File: config.mk
export PLATFORM = sky130hd
export DESIGN_NAME = adc_window_average
export DESIGN_NICKNAME = d
export VERILOG_FILES = /design/src/rtl/adc_window_average.sv
export SDC_FILE = /design/constraint.sdc
export NUM_CORES = 1
export LEC_CHECK = 0
export CAP_MARGIN = 0
export CORE_UTILIZATION = 51
export DETAILED_ROUTE_END_ITERATION = 12
export PLACE_DENSITY = 0.76
export SLEW_MARGIN = 10
export SYNTH_ARGS = -nofsm -noshare
export SYNTH_HDL_FRONTEND = slang
export SYNTH_SLANG_ARGS = --single-unit
File: constraint.sdc
create_clock -name clk -period 5.9 [get_ports clk]
set_input_delay 1.77 -clock clk [delete_from_list [all_inputs] [get_ports clk]]
set_output_delay 1.77 -clock clk [all_outputs]
set_load 0.05 [all_outputs]
File: src/rtl/adc_window_average.sv
// ---------------------------------------------------------------------------
// adc_window_average
//
// Sliding-window averager for the current and voltage ADC sample streams.
// The last 2^LOG2_DEPTH accepted samples of each channel are kept in a
// circular buffer together with a running sum. Once the window is full,
// every accepted sample produces a new floor(mean) on both channels, one
// registered stage after the sum update, flagged by a one-cycle avg_valid.
//
// Ports:
//   clk            system clock (100 MHz domain)
//   rst_n          asynchronous active-low reset
//   sample_valid   one-cycle strobe, new sample on sample_current/voltage
//   sample_current unsigned current sample
//   sample_voltage unsigned voltage sample
//   clear          synchronous flush of window and outputs (beats a sample)
//   avg_current    windowed mean of current
//   avg_voltage    windowed mean of voltage
//   avg_valid      one-cycle strobe, averages updated this cycle
//   window_full    high once DEPTH samples accepted since reset/clear
// ---------------------------------------------------------------------------
module adc_window_average #(
    parameter int DATA_W     = 16,
    parameter int LOG2_DEPTH = 3
) (
    input  logic              clk,
    input  logic              rst_n,
    input  logic              sample_valid,
    input  logic [DATA_W-1:0] sample_current,
    input  logic [DATA_W-1:0] sample_voltage,
    input  logic              clear,
    output logic [DATA_W-1:0] avg_current,
    output logic [DATA_W-1:0] avg_voltage,
    output logic              avg_valid,
    output logic              window_full
);

    localparam int DEPTH  = 1 << LOG2_DEPTH;
    localparam int SUM_W  = DATA_W + LOG2_DEPTH;
    localparam int N_CH   = 2;
    localparam logic [LOG2_DEPTH:0] FILL_LAST = (LOG2_DEPTH + 1)'(DEPTH - 1);

    typedef enum logic {
        FILL = 1'b0,
        RUN  = 1'b1
    } state_t;

    state_t                  state_reg, state_next;
    logic [LOG2_DEPTH-1:0]   wr_ptr_reg, wr_ptr_next;
    logic [LOG2_DEPTH:0]     fill_cnt_reg, fill_cnt_next;
    logic                    window_full_reg, window_full_next;
    logic                    avg_pend_reg, avg_pend_next;
    logic                    avg_valid_reg;
    logic                    accept;

    logic [N_CH-1:0][DATA_W-1:0] sample_ch;
    logic [N_CH-1:0][DATA_W-1:0] avg_ch;

    assign accept       = sample_valid & ~clear;
    assign sample_ch[0] = sample_current;
    assign sample_ch[1] = sample_voltage;

    // -----------------------------------------------------------------------
    // Shared control: write pointer, fill counter, FSM and valid path. Both
    // channels use these, which keeps them time-aligned.
    // -----------------------------------------------------------------------
    always_ff @(posedge clk or negedge rst_n) begin
        if (!rst_n) begin
            state_reg       <= FILL;
            wr_ptr_reg      <= '0;
            fill_cnt_reg    <= '0;
            window_full_reg <= 1'b0;
            avg_pend_reg    <= 1'b0;
            avg_valid_reg   <= 1'b0;
        end else begin
            state_reg       <= state_next;
            wr_ptr_reg      <= wr_ptr_next;
            fill_cnt_reg    <= fill_cnt_next;
            window_full_reg <= window_full_next;
            avg_pend_reg    <= avg_pend_next;
            // A clear also kills an average that is pending from last edge.
            avg_valid_reg   <= avg_pend_reg & ~clear;
        end
    end

    always_comb begin
        state_next       = state_reg;
        wr_ptr_next      = wr_ptr_reg;
        fill_cnt_next    = fill_cnt_reg;
        window_full_next = window_full_reg;
        avg_pend_next    = 1'b0;
        if (clear) begin
            state_next       = FILL;
            wr_ptr_next      = '0;
            fill_cnt_next    = '0;
            window_full_next = 1'b0;
        end else if (accept) begin
            // DEPTH is a power of two, so the pointer wraps on its own.
            wr_ptr_next = wr_ptr_reg + 1'b1;
            case (state_reg)
                FILL: begin
                    fill_cnt_next = fill_cnt_reg + 1'b1;
                    if (fill_cnt_reg == FILL_LAST) begin
                        state_next       = RUN;
                        window_full_next = 1'b1;
                        avg_pend_next    = 1'b1;
                    end
                end
                RUN: begin
                    avg_pend_next = 1'b1;
                end
                default: begin
                    state_next = FILL;
                end
            endcase
        end
    end

    // -----------------------------------------------------------------------
    // Per-channel datapath: circular buffer, running sum, average register.
    // -----------------------------------------------------------------------
    generate
        for (genvar gi = 0; gi < N_CH; gi++) begin : g_ch
            logic [DATA_W-1:0] mem [DEPTH];
            logic [DATA_W-1:0] old_sample;
            logic [SUM_W-1:0]  sum_reg, sum_next;
            logic [DATA_W-1:0] avg_reg;

            // The oldest entry must be visible in the same cycle it gets
            // overwritten, so the read is asynchronous (distributed RAM).
            always_ff @(posedge clk) begin
                if (accept) begin
                    mem[wr_ptr_reg] <= sample_ch[gi];
                end
            end

            assign old_sample = mem[wr_ptr_reg];

            // During FILL the slot under wr_ptr holds stale data from before
            // the last reset/clear, so nothing is subtracted until RUN.
            always_comb begin
                sum_next = sum_reg;
                if (clear) begin
                    sum_next = '0;
                end else if (accept) begin
                    sum_next = sum_reg + SUM_W'(sample_ch[gi])
                             - ((state_reg == RUN) ? SUM_W'(old_sample) : '0);
                end
            end

            always_ff @(posedge clk or negedge rst_n) begin
                if (!rst_n) begin
                    sum_reg <= '0;
                    avg_reg <= '0;
                end else begin
                    sum_reg <= sum_next;
                    if (clear) begin
                        avg_reg <= '0;
                    end else if (avg_pend_reg) begin
                        avg_reg <= sum_reg[SUM_W-1:LOG2_DEPTH];
                    end
                end
            end

            assign avg_ch[gi] = avg_reg;
        end
    endgenerate

    assign avg_current = avg_ch[0];
    assign avg_voltage = avg_ch[1];
    assign avg_valid   = avg_valid_reg;
    assign window_full = window_full_reg;

endmodule

-- After elaboration in Yosys (flattened, before gate mapping)
Memory sizes are Yosys's and may differ from the RTL's.
Cells that the tools add are included.
- memories kept: 2
- bits in writable memories: 256
- logic and storage cells: 57
- output and inout port bits: 34
- bits of input ports: 36
- register bits after elaboration: 81
- memories (memory ; depth ; bits a word ; rd ports ; clocked after Yosys merged registers in ; write ports ; line ; text):
    g_ch[0].mem ; 8 ; 16 ; 1 ; 0 ; 1 ; 124 ; logic [DATA_W-1:0] mem [DEPTH];
    g_ch[1].mem ; 8 ; 16 ; 1 ; 0 ; 1 ; 124 ;
- equal/unequal tests: 2
- add/sub/neg operators: 6
- multiplexer cells: 28
- reduce and logical (&&, ||, !) cells: 5
- bitwise operators: 4
- operators with widths (kind ; count):
    16-bit two-way mux ; 6
    19-bit two-way mux ; 4
    19-bit by 16-bit adder with 19-bit output ; 2
    19-bit by 16-bit subtractor with 19-bit output ; 2
    1-bit two-way mux ; 12
    4-bit two-way mux ; 3
    3-bit two-way mux ; 2
    2-bit nonzero test ; 3
    4-bit by 1-bit adder with 4-bit output (second input constant) ; 1
    4-bit by 3-bit == test with 1-bit output (second input constant) ; 1
    3-bit by 1-bit adder with 3-bit output (second input constant) ; 1
    3-bit AND reduction ; 1
    1-bit AND ; 2
    2-bit inequality test (second input constant) ; 1
    1-bit inverter ; 2
    1-bit case mux with 2 select lines ; 1
    2-bit AND reduction ; 1

-- Depth between registers and ports, before layout
Gate-level depths: netlist (run 1).
- depth in word-level cells: 5
- mapped depth: 18

-- Worst setup path before layout (run 1)
No wires, ideal clock.
- path type: in2reg
- from: input sample_valid
- to: memory g_ch[0].mem[0][0] (enable)
- buffers on the path: 3
- data required time: 5.399 ns
- arrival time: 5.537 ns
- stages: 5
- setup time: 0.501 ns
- slack: -0.138 ns
- path through: clkbuf_1 > nand2b_1 > clkbuf_1 > clkbuf_1 > nor4_1
- word-level cells in the longest chain between the ends: 3
- ends and longest elaborated chain (item ; line ; text):
    from (decl) ; 28 ; input logic sample_valid,
    1-bit AND ; 59 ; assign accept = sample_valid & ~clear;
    1-bit two-way mux ; 132 ; if (accept) begin
    1-bit two-way mux (not written as such) ; 133 ; mem[wr_ptr_reg] <= sample_ch[gi];
    to (decl) ; 124 ;
No other way between the ends.

-- Final worst setup path (run 1)
- from: register wr_ptr_reg[0]
- to: register g_ch[0].sum_reg[18]
- word-level cells in the longest chain between the ends: 5
- ends and longest elaborated chain (item ; line ; text):
    from (decl) ; 49 ; logic [LOG2_DEPTH-1:0] wr_ptr_reg, wr_ptr_next;
    from (signal assigned) ; 77 ; wr_ptr_reg <= wr_ptr_next;
    memory 8 x 16 bit ; - ;
    16-bit two-way mux ; 147 ; - ((state_reg == RUN) ? SUM_W'(old_sample) : '0);
    19-bit by 16-bit subtractor with 19-bit output ; 147 ;
    19-bit two-way mux ; 145 ; end else if (accept) begin
    19-bit two-way mux ; 143 ; if (clear) begin
    to (signal assigned) ; 156 ; sum_reg <= sum_next;
    to (decl) ; 126 ; logic [SUM_W-1:0] sum_reg, sum_next;
No other way between the ends. The select of a mux whose other input is x is not followed.
A chain may end at the register's enable or synchronous reset.

==> impl_metrics.py, run 1 <==
metrics = {
    "status": {
        "status": "finished, final reports clean",
    },
    "setup_path": {
        "worstPathCellList": "buf_4 -> mux4_2 -> mux2i_1 -> nor2b_1 -> fa_1 -> inv_1 -> ha_1 -> a21oi_1 -> nor2b_1 -> a31oi_1 -> nor4_2 -> mux2i_1 -> o311ai_1 -> a221o_1",
        "crit_type": "reg -> reg",
        "cp_data_arrival_time_ps": 5300,
        "worstRegToRegCells": 14,
        "worstSetupStartpointType": "flop",
        "cp_max_fo": 38,
        "r2r_end": "g_ch[0].sum_reg[18]$_DFFE_PN0P_",
        "reg2reg_slack_ps": 1000,
        "r2r_start": "wr_ptr_reg[0]$_DFFE_PN0P_",
        "critPathMaxStageDelay_ps": 810,
        "cpMaxStageDelayCell": "dfrtp_4",
        "cp.required_ps": 6290,
        "worst_setup_path_end_kind": "flop",
    },
    "clock_tree": {
        "cts_made_buffers": 35,
        "post_cts_buffers": 0,
        "cts_tree": "built",
        "clockBufferDepth": 3,
        "post_cts_resized": 0,
        "postCtsHoldBufs": 0,
        "path_clk_slew_ps": 60,
        "clk_latency_ps": 520,
        "h-tree-depth": 2,
        "clock-sinks": 337,
        "cts_root_buffer": "clkbuf_16",
    },
    "min_path": {
        "whs_endpoint": "window_full$_DFFE_PN0P_",
        "holdPathStages": 2,
        "min_path_type": "reg -> reg",
        "holdCritStartpoint": "window_full$_DFFE_PN0P_",
    },
    "yosys": {
        "ys_types": 64,
        "seq_area_frac_synth_pct": 60.9,
        "synth_area_per_cell_um2": 14.0,
        "syn_area_mm2": 0.0159,
        "ys_warn_count": 0,
        "synth_nets": 1251,
        "synthArstFlopShare_pct": 24.0,
        "ys_ff_latch": 337,
        "netlist_instances": 1143,
        "synthTopCellsByArea": "edfxtp_1, dfrtp_1, mux4_2",
        "yosysTopAreaCellShare_pct": 48.2,
        "synth_edf_count": 256,
        "synth_top_area_cell": "edfxtp_1",
        "synth_ff_type": "edfxtp_1",
    },
    "cells_and_area": {
        "design_area_mm2": 0.0185,
        "area_delta_synth_final_pct": 15.8,
        "n_fill_cell": 2344,
        "nNetsFinal": 1336,
        "largest_register_ff_count": 256,
        "drive_above_1_share_pct": 13.6,
        "fin_cells": 1651,
    },
    "global_route": {
        "grt_pass1_wl_um": 55700,
        "grt_pass1_vias": 9809,
        "grt_max_degree": 48,
        "gr-total-overflow": 0,
        "antenna_found_initial": 1,
        "track_usage_pct": 23.3,
    },
    "placement": {
        "place_congestion": 0.876,
        "dpl-instance-area_mm2": 0.0172,
        "portBuffers": 69,
        "place_hpwl_um": 22900,
        "placed_cells": 1587,
    },
    "routing": {
        "drc": 0,
        "first_pass_iters": 5,
        "wl_per_cell_um": 21.4,
        "via_per_inst": 5.72,
        "via_count": 9442,
        "initialDrtViolationCount": 744,
        "ant_nets": 0,
        "wl_um": 35300,
    },
    "power_and_ir_drop": {
        "peakVddDrop_mv": 0.248,
        "powerDensity_mw_per_mm2": 378,
        "power_mw": 6.98,
        "p_leak_nw": 6.93,
    },
    "timing": {
        "setup_viol": 0,
        "period_minus_slack_ps": 4900,
        "worst_pin_slew_ps": 983,
        "slew_headroom_pct": 34.5,
        "setup_tns_ps": 0,
        "fmax_mhz": 204,
        "slew_viol_final": 0,
        "hold_violations": 0,
        "whs_ps": 509,
        "period_share_pct": 83.1,
        "grt_setup_unrepaired": "false",
        "skew_ps": 23.9,
    },
    "die": {
        "ioPinCount": 70,
        "coreArea_mm2": 0.0307,
        "die_h_um": 179,
        "start_util_pct": 52.0,
        "die-area_mm2": 0.0320,
        "die_width_um": 179,
        "rows": 64,
    },
    "flow_run": {
        "cap_violations": 0,
    },
}
-- routing by layer --
metal	up-vias	share of wire, %	GRT usage [%]
met1	4828	42	30.7
met2	254	50	39.3
met3	56	4.9	3.60
li1	4304	-	-
met5	-	0	0
met4	0	2.3	7.59
-- worst max-delay path by stage --
stage          cells past startpoint                              end  slack (ps)                      start
2_1_floorplan                      5      g_ch[0].mem[3][0]$_DFFE_PP_         470                      clear
6_report                          14  g_ch[0].sum_reg[18]$_DFFE_PN0P_        1000  wr_ptr_reg[0]$_DFFE_PN0P_
3_3_place_gp                      12  g_ch[1].sum_reg[18]$_DFFE_PN0P_         610          sample_voltage[1]
3_5_place_dp                      12  g_ch[0].sum_reg[18]$_DFFE_PN0P_         550          sample_current[1]
4_1_cts                           14  g_ch[0].sum_reg[18]$_DFFE_PN0P_         970  wr_ptr_reg[0]$_DFFE_PN0P_
5_1_grt                           16  g_ch[0].sum_reg[18]$_DFFE_PN0P_         740  wr_ptr_reg[0]$_DFFE_PN0P_
-- per-stage QoR --
stage | utilization (%) | worst slack, ps
after CTS | 60.2 | 969
after detailed placement | 56.2 | 555
after floorplan | - | 474
after global routing | 60.2 | 736
after global placement | 56.2 | 613
final | 60.2 | 996
-- kinds of logic (layout without fill, tap and decap cells) --
| group | Yosys count | in the layout | share of synthesized area [%] |
|---|---|---|---|
| other cells | 0 | 1 | 0 |
| buf+inv | 190 | 301 | 4.55 |
| xor+xnor | 32 | 32 | 1.76 |
| simple gates | 195 | 195 | 5.77 |
| compound gates | 170 | 170 | 7.46 |
| flops | 337 | 337 | 60.9 |
| fa+ha+maj | 72 | 72 | 7.15 |
| mux | 147 | 147 | 12.4 |
-- cell usage after synthesis, drive strengths merged (13+ instances only) --
master    n
nand2    32
o21ai    29
dfrtp    81
xnor2    18
a21o     16
a22oi    24
mux4     38
o21a     15
mux2     25
nor2     93
ha       40
xor2     14
mux2i    84
o22ai    13
fa       32
edfxtp  256
a21oi    29
nor2b    29
inv     138
clkbuf   30
buf      22
-- placed cells by master (no fill, tap or decap), types with 24 or more instances in the layout --
master	n
a21oi_1	29
a22oi_1	24
buf_4	31
clkbuf_16	37
clkdlybuf4s50_1	66
dfrtp_1	77
edfxtp_1	256
fa_1	32
ha_1	40
inv_1	138
mux2i_1	84
mux4_2	38
nand2_1	32
nor2_1	91
nor2b_1	29
-- report_power, final --
| group | leakage, nW | total [mW] | internal, mW | switching [mW] |
|---|---|---|---|---|
| combinational | 2.93 | 1.82 | 0.784 | 1.04 |
| sequential | 3.41 | 2.79 | 2.67 | 0.120 |
| clock | 0.598 | 2.36 | 1.46 | 0.902 |
-- critical path: cells and delay by family, from the launching register on --
| family | cells | cell delay, ps |
|---|---|---|
| flip-flops | 1 | 810 |
| buffers and inverters | 2 | 570 |
| multiplexers | 3 | 1050 |
| AO/OA/AOI/OAI | 4 | 640 |
| AND/OR/NAND/NOR | 3 | 830 |
| adder cells (fa/ha/maj) | 2 | 830 |
-- area by class of cell --
class                           count  area (µm²)  area share [%]
Antenna cell                        1        2.50          0.0135
Clock buffer                       47        1000            5.43
Clock inverter                     16         241            1.31
Inverter                          138         518            2.80
Multi-Input combinational cell    616        5560            30.1
Sequential cell                   337        9720            52.6
Tap cell                          396         495            2.68
Timing Repair Buffer              100         923            5.00
Note: power is estimated with default switching activity, not from simulation.
==> run 2: changes to the inputs <==
PLACE_DENSITY = 0.79   (was 0.76)
clock period = 4.1 ns   (was 5.9 ns; I/O delays follow)
==> impl_metrics.py, run 2 (synthesis gave the netlist of run 1 again) <==
metrics = {
    "status": {
        "status": "complete, but fails checks",
        "violations": "negative setup slack",
    },
    "global_route": {
        "grt_max_degree": 48,
        "gr-total-overflow": 0,
        "track_usage_pct": 24.8,
        "grt_pass1_wl_um": 59000,
        "grt_pass1_vias": 10691,
        "antenna_found_initial": 1,
    },
    "cells_and_area": {
        "mostFrequentLayoutCells": "edfxtp_1, buf_4, inv_1, nor2_1, mux2i_1",
        "n_fill_cell": 2126,
        "seq_area_mm2": 0.00972,
        "multi_input_area_mm2": 0.00586,
        "drive_above_1_share_pct": 25.2,
        "final_common_cell": "edfxtp_1",
        "area_delta_synth_final_pct": 24.4,
        "nNetsFinal": 1482,
        "fin_cells": 1798,
        "utilization_pct": 64.7,
        "largest_register_ff_count": 256,
        "n_antenna_cell": 0,
    },
    "setup_path": {
        "worstPathCellList": "buf_6 -> buf_12 -> buf_4 -> mux4_2 -> mux2i_1 -> nor2b_1 -> fa_1 -> inv_1 -> ha_4 -> a21o_1 -> a221oi_4 -> o221a_4 -> nor3_2 -> or3_1 -> o211ai_2 -> mux2_4",
        "cp_max_fo": 6,
        "cpMaxStageDelayCell": "dfrtp_4",
        "worstRegToRegCells": 16,
        "cp.required_ps": 4500,
        "worst_setup_path_end_kind": "flop",
        "cp_data_arrival_time_ps": 4530,
        "critPathMaxStageDelay_ps": 550,
        "worstSetupStartpointType": "flop",
        "crit_type": "reg -> reg",
    },
    "die": {
        "die-area_mm2": 0.0320,
        "rows": 64,
        "start_util_pct": 52.0,
        "ioPinCount": 70,
        "coreArea_mm2": 0.0307,
        "die_h_um": 179,
        "die_width_um": 179,
    },
    "power_and_ir_drop": {
        "peakVddDrop_mv": 0.314,
        "powerDensity_mw_per_mm2": 542,
        "power_mw": 10.7,
        "p_leak_nw": 7.66,
    },
    "timing": {
        "hold_violations": 0,
        "worst_pin_slew_ps": 1020,
        "skew_ps": 11.5,
        "whs_ps": 519,
        "setup_viol": 2,
        "fin_ws_ps": -34.9,
        "period_minus_slack_ps": 4130,
        "period_share_pct": 101,
        "slew_headroom_pct": 31.8,
        "fmax_mhz": 242,
        "grt_setup_unrepaired": "true",
        "slew_viol_final": 0,
    },
    "flow_run": {
        "cap_violations": 0,
    },
    "placement": {
        "post-place-ws_ps": -579,
        "placed_cells": 1715,
        "place_congestion": 0.943,
        "place_hpwl_um": 24900,
        "portBuffers": 69,
    },
    "clock_tree": {
        "postCtsHoldBufs": 0,
        "clk_latency_ps": 520,
        "cts_root_buffer": "clkbuf_16",
        "clockBufferDepth": 3,
        "cts_tree": "built",
        "h-tree-depth": 2,
        "clock-sinks": 337,
        "path_clk_slew_ps": 60,
        "cts_made_buffers": 36,
    },
    "routing": {
        "first_pass_iters": 5,
        "via_count": 10226,
        "ant_nets": 0,
        "initialDrtViolationCount": 760,
        "via_per_inst": 5.69,
        "wl_per_cell_um": 21.6,
        "wl_um": 38800,
        "drc": 0,
    },
    "min_path": {
        "min_path_type": "reg -> reg",
        "holdPathStages": 2,
    },
}
==> run 2: cell types whose count changed in the layout (fill, tap and decap cells not counted), moves of 7 or more <==
cell / before / now
buf_12: 1 / 8
buf_4: 31 / 161
ha_1: 40 / 33
clkinv_2: 2 / 9
a21oi_2: 0 / 8
a21oi_1: 29 / 19
==> run 2: path summary, 6_finish.rpt <==
check	start	endpoint	slack [ps]
setup / recovery	wr_ptr_reg[0]$_DFFE_PN0P_	g_ch[1].sum_reg[18]$_DFFE_PN0P_	-30
hold / removal	window_full$_DFFE_PN0P_	window_full$_DFFE_PN0P_	520
setup reg to reg	wr_ptr_reg[0]$_DFFE_PN0P_	g_ch[1].sum_reg[18]$_DFFE_PN0P_	-30
hold reg to reg	window_full$_DFFE_PN0P_	window_full$_DFFE_PN0P_	520
max in group asynchronous	rst_n	avg_current[2]$_DFFE_PN0P_	2610
min in group asynchronous	rst_n	avg_pend_reg$_DFF_PN0_	700
==> run 2: critical path: cells and delay by family, from the launching register on <==
kind,cells,cell delay (ps)
AOI/OAI and AO/OA,4,920
muxes,3,880
adders and majority gates,2,640
DFF,1,550
and+or+nand+nor,3,540
buffers and inverters,4,490
==> run 2: layer usage <==
metal | global-route usage (%) | wire (µm) | vias up | share of wire [%]
met2 | 42.1 | 19400 | 394 | 50
li1 | - | - | 4606 | -
met3 | 4.69 | 2620 | 98 | 6.7
met1 | 31.3 | 15300 | 5126 | 39
met4 | 10.1 | 1430 | 2 | 3.7
met5 | 0 | 13 | - | 0.034
==> run 2: area by class of cell <==
class / count / area share [%]
Sequential cell: 337 / 49.0
Multi-Input combinational cell: 616 / 29.5
Timing Repair Buffer: 245 / 10.9
Clock buffer: 45 / 4.92
Inverter: 138 / 2.61
Tap cell: 396 / 2.50
Clock inverter: 21 / 0.561
==> run 2: report_power, final <==
group | internal [mW] | total (mW) | switching (mW)
Clock | 1.70 | 3.00 | 1.31
Sequential | 3.85 | 4.02 | 0.168
Combinational | 1.83 | 3.73 | 1.90
==> run 2: stage by stage <==
stage	cell area (µm²)	TNS, ps
after floorplan	16000	-93660
after global placement	18300	-4480
after detailed placement	18300	-6240
after CTS	19500	-8.75
after global routing	19800	-1030
final	19800	-60.4
==> run 2: repair_timing <==
item | in CTS | in global routing
gates cloned | 0 | 1
gates resized for setup | 13 | 46
pin swaps | 8 | 29
endpoints found under the setup margin | 6 | 17
setup buffers | 13 | 4
==> run 3: changes to the inputs <==
SLEW_MARGIN = 20   (was 10)
clock period = 3.55 ns   (was 4.1 ns; I/O delays follow)
==> impl_metrics.py, run 3 (synthesis gave the netlist of run 1 again) <==
metrics = {
    "cells_and_area": {
        "n_antenna_cell": 0,
        "nNetsFinal": 1537,
        "n_fill_cell": 1922,
        "drive_above_1_share_pct": 33.0,
        "final_common_cell": "edfxtp_1",
        "area_delta_synth_final_pct": 32.0,
        "fin_cells": 1852,
        "mostFrequentLayoutCells": "edfxtp_1, buf_4, inv_1, nor2_1",
        "largest_register_ff_count": 256,
        "design_area_mm2": 0.0211,
    },
    "timing": {
        "period_minus_slack_ps": 4100,
        "whs_ps": 497,
        "slew_headroom_pct": 34.3,
        "fmax_mhz": 244,
        "hold_violations": 0,
        "grt_setup_unrepaired": "true",
        "period_share_pct": 115,
        "worst_pin_slew_ps": 986,
        "setup_viol": 25,
        "fin_ws_ps": -549,
        "setup_tns_ps": -8510,
        "slew_viol_final": 0,
        "skew_ps": 14.6,
    },
    "clock_tree": {
        "postCtsHoldBufs": 0,
        "clk_latency_ps": 530,
        "cts_root_buffer": "clkbuf_16",
        "cts_tree": "built",
        "path_clk_slew_ps": 70,
        "cts_made_buffers": 36,
        "h-tree-depth": 2,
        "clock-sinks": 337,
        "clockBufferDepth": 3,
    },
    "die": {
        "start_util_pct": 52.0,
        "die-area_mm2": 0.0320,
        "ioPinCount": 70,
        "rows": 64,
        "die_width_um": 179,
        "die_h_um": 179,
        "coreArea_mm2": 0.0307,
    },
    "global_route": {
        "grt_pass1_vias": 11042,
        "track_usage_pct": 26.0,
        "grt_max_degree": 53,
        "gr-total-overflow": 0,
        "grt_pass1_wl_um": 61700,
        "antenna_found_initial": 0,
    },
    "placement": {
        "portBuffers": 69,
        "dpl-instance-area_mm2": 0.0186,
        "placed_cells": 1742,
        "post-place-ws_ps": -972,
        "place_hpwl_um": 26000,
        "place_congestion": 0.892,
    },
    "routing": {
        "drc": 0,
        "wl_per_cell_um": 23.4,
        "wl_um": 43300,
        "via_count": 10858,
        "ant_nets": 0,
        "first_pass_iters": 7,
        "initialDrtViolationCount": 996,
        "via_per_inst": 5.86,
    },
    "power_and_ir_drop": {
        "p_leak_nw": 8.09,
        "powerDensity_mw_per_mm2": 656,
        "peakVddDrop_mv": 0.450,
    },
    "min_path": {
        "min_path_type": "in -> async",
    },
    "status": {
        "status": "complete, but fails checks",
        "violations": "negative setup slack",
    },
    "setup_path": {
        "crit_type": "reg -> reg",
        "cp_data_arrival_time_ps": 4510,
        "worstSetupStartpointType": "flop",
        "worst_setup_path_end_kind": "flop",
        "cp_max_fo": 6,
        "cp.required_ps": 3960,
    },
    "flow_run": {
        "cap_violations": 0,
    },
}
[run 3: cell types whose count changed in the layout (fill, tap and decap cells not counted), sizes merged]
| cell | previous run | this run |
|---|---|---|
| clkinv | 16 | 7 |
| buf | 178 | 234 |
| bufinv | 0 | 2 |
| inv | 140 | 141 |
| clkbuf | 46 | 53 |
| clkinvlp | 3 | 0 |
| clkdlybuf4s50 | 65 | 66 |
| dlymetal6s2s | 1 | 0 |
[run 3: final cells by class]
type                       instances  area [µm²]  area share, %
clock inverter                    12         119          0.564
clock buffer                      53        1030           4.88
multi-input combinational        616        6420           30.5
timing repair buffer             300        2760           13.1
tap                              396         495           2.35
sequential                       337        9720           46.2
inverter                         138         518           2.46
[run 3: final timing paths]
check                                          start                         endpoint  slack (ps)  cells after the start
max                        wr_ptr_reg[0]$_DFFE_PN0P_  g_ch[0].sum_reg[15]$_DFFE_PN0P_        -550                     17
min                                            rst_n       avg_voltage[1]$_DFFE_PN0P_         500                      1
max reg2reg                wr_ptr_reg[0]$_DFFE_PN0P_  g_ch[0].sum_reg[15]$_DFFE_PN0P_        -550                     17
min reg2reg                  window_full$_DFFE_PN0P_          window_full$_DFFE_PN0P_         520                      2
max in group asynchronous                      rst_n           avg_pend_reg$_DFF_PN0_        2420                      2
min in group clk             window_full$_DFFE_PN0P_          window_full$_DFFE_PN0P_         520                      2
[run 3: metrics by stage]
stage / total power [mW] / util, %
after floorplan: 7.06 / -
after global placement: 8.53 / 60.7
after detailed placement: 8.65 / 60.7
after CTS: 12.9 / 66.4
after global routing: 14.4 / 68.7
final: 13.8 / 68.7
[run 3: critical path, cell delays in order, from the launching register on]
cell and delay [ps]:
dfrtp_4 510, buf_6 140, buf_6 120, buf_12 130, mux2_4 300, a22oi_2 120, o22ai_1 90, o21a_1 240
fa_1 540, inv_2 60, ha_4 220, and2_4 140, or2_0 200, a32o_2 260, o31ai_4 270, a21oi_2 90
or3_1 310, a32o_1 240
[run 3: power breakdown]
group	total [mW]	internal (mW)	switching, mW
sequential	4.64	4.44	0.194
combinational	5.47	2.75	2.72
clock	3.71	2.16	1.55
total	13.8	9.35	4.46
[run 3: per-layer routing]
layer,track usage [%],part of all wire (%),vias to the layer above
met5,0,0,-
li1,-,-,4709
met4,13.5,6.2,0
met1,32.8,37,5483
met2,43.8,51,491
met3,3.60,5.6,175
[run 3: what timing repair did]
item | CTS | global route
resized for setup | 66 | 113
setup endpoints to repair | 28 | 27
pin swaps | 38 | 71
setup buffers | 29 | 27
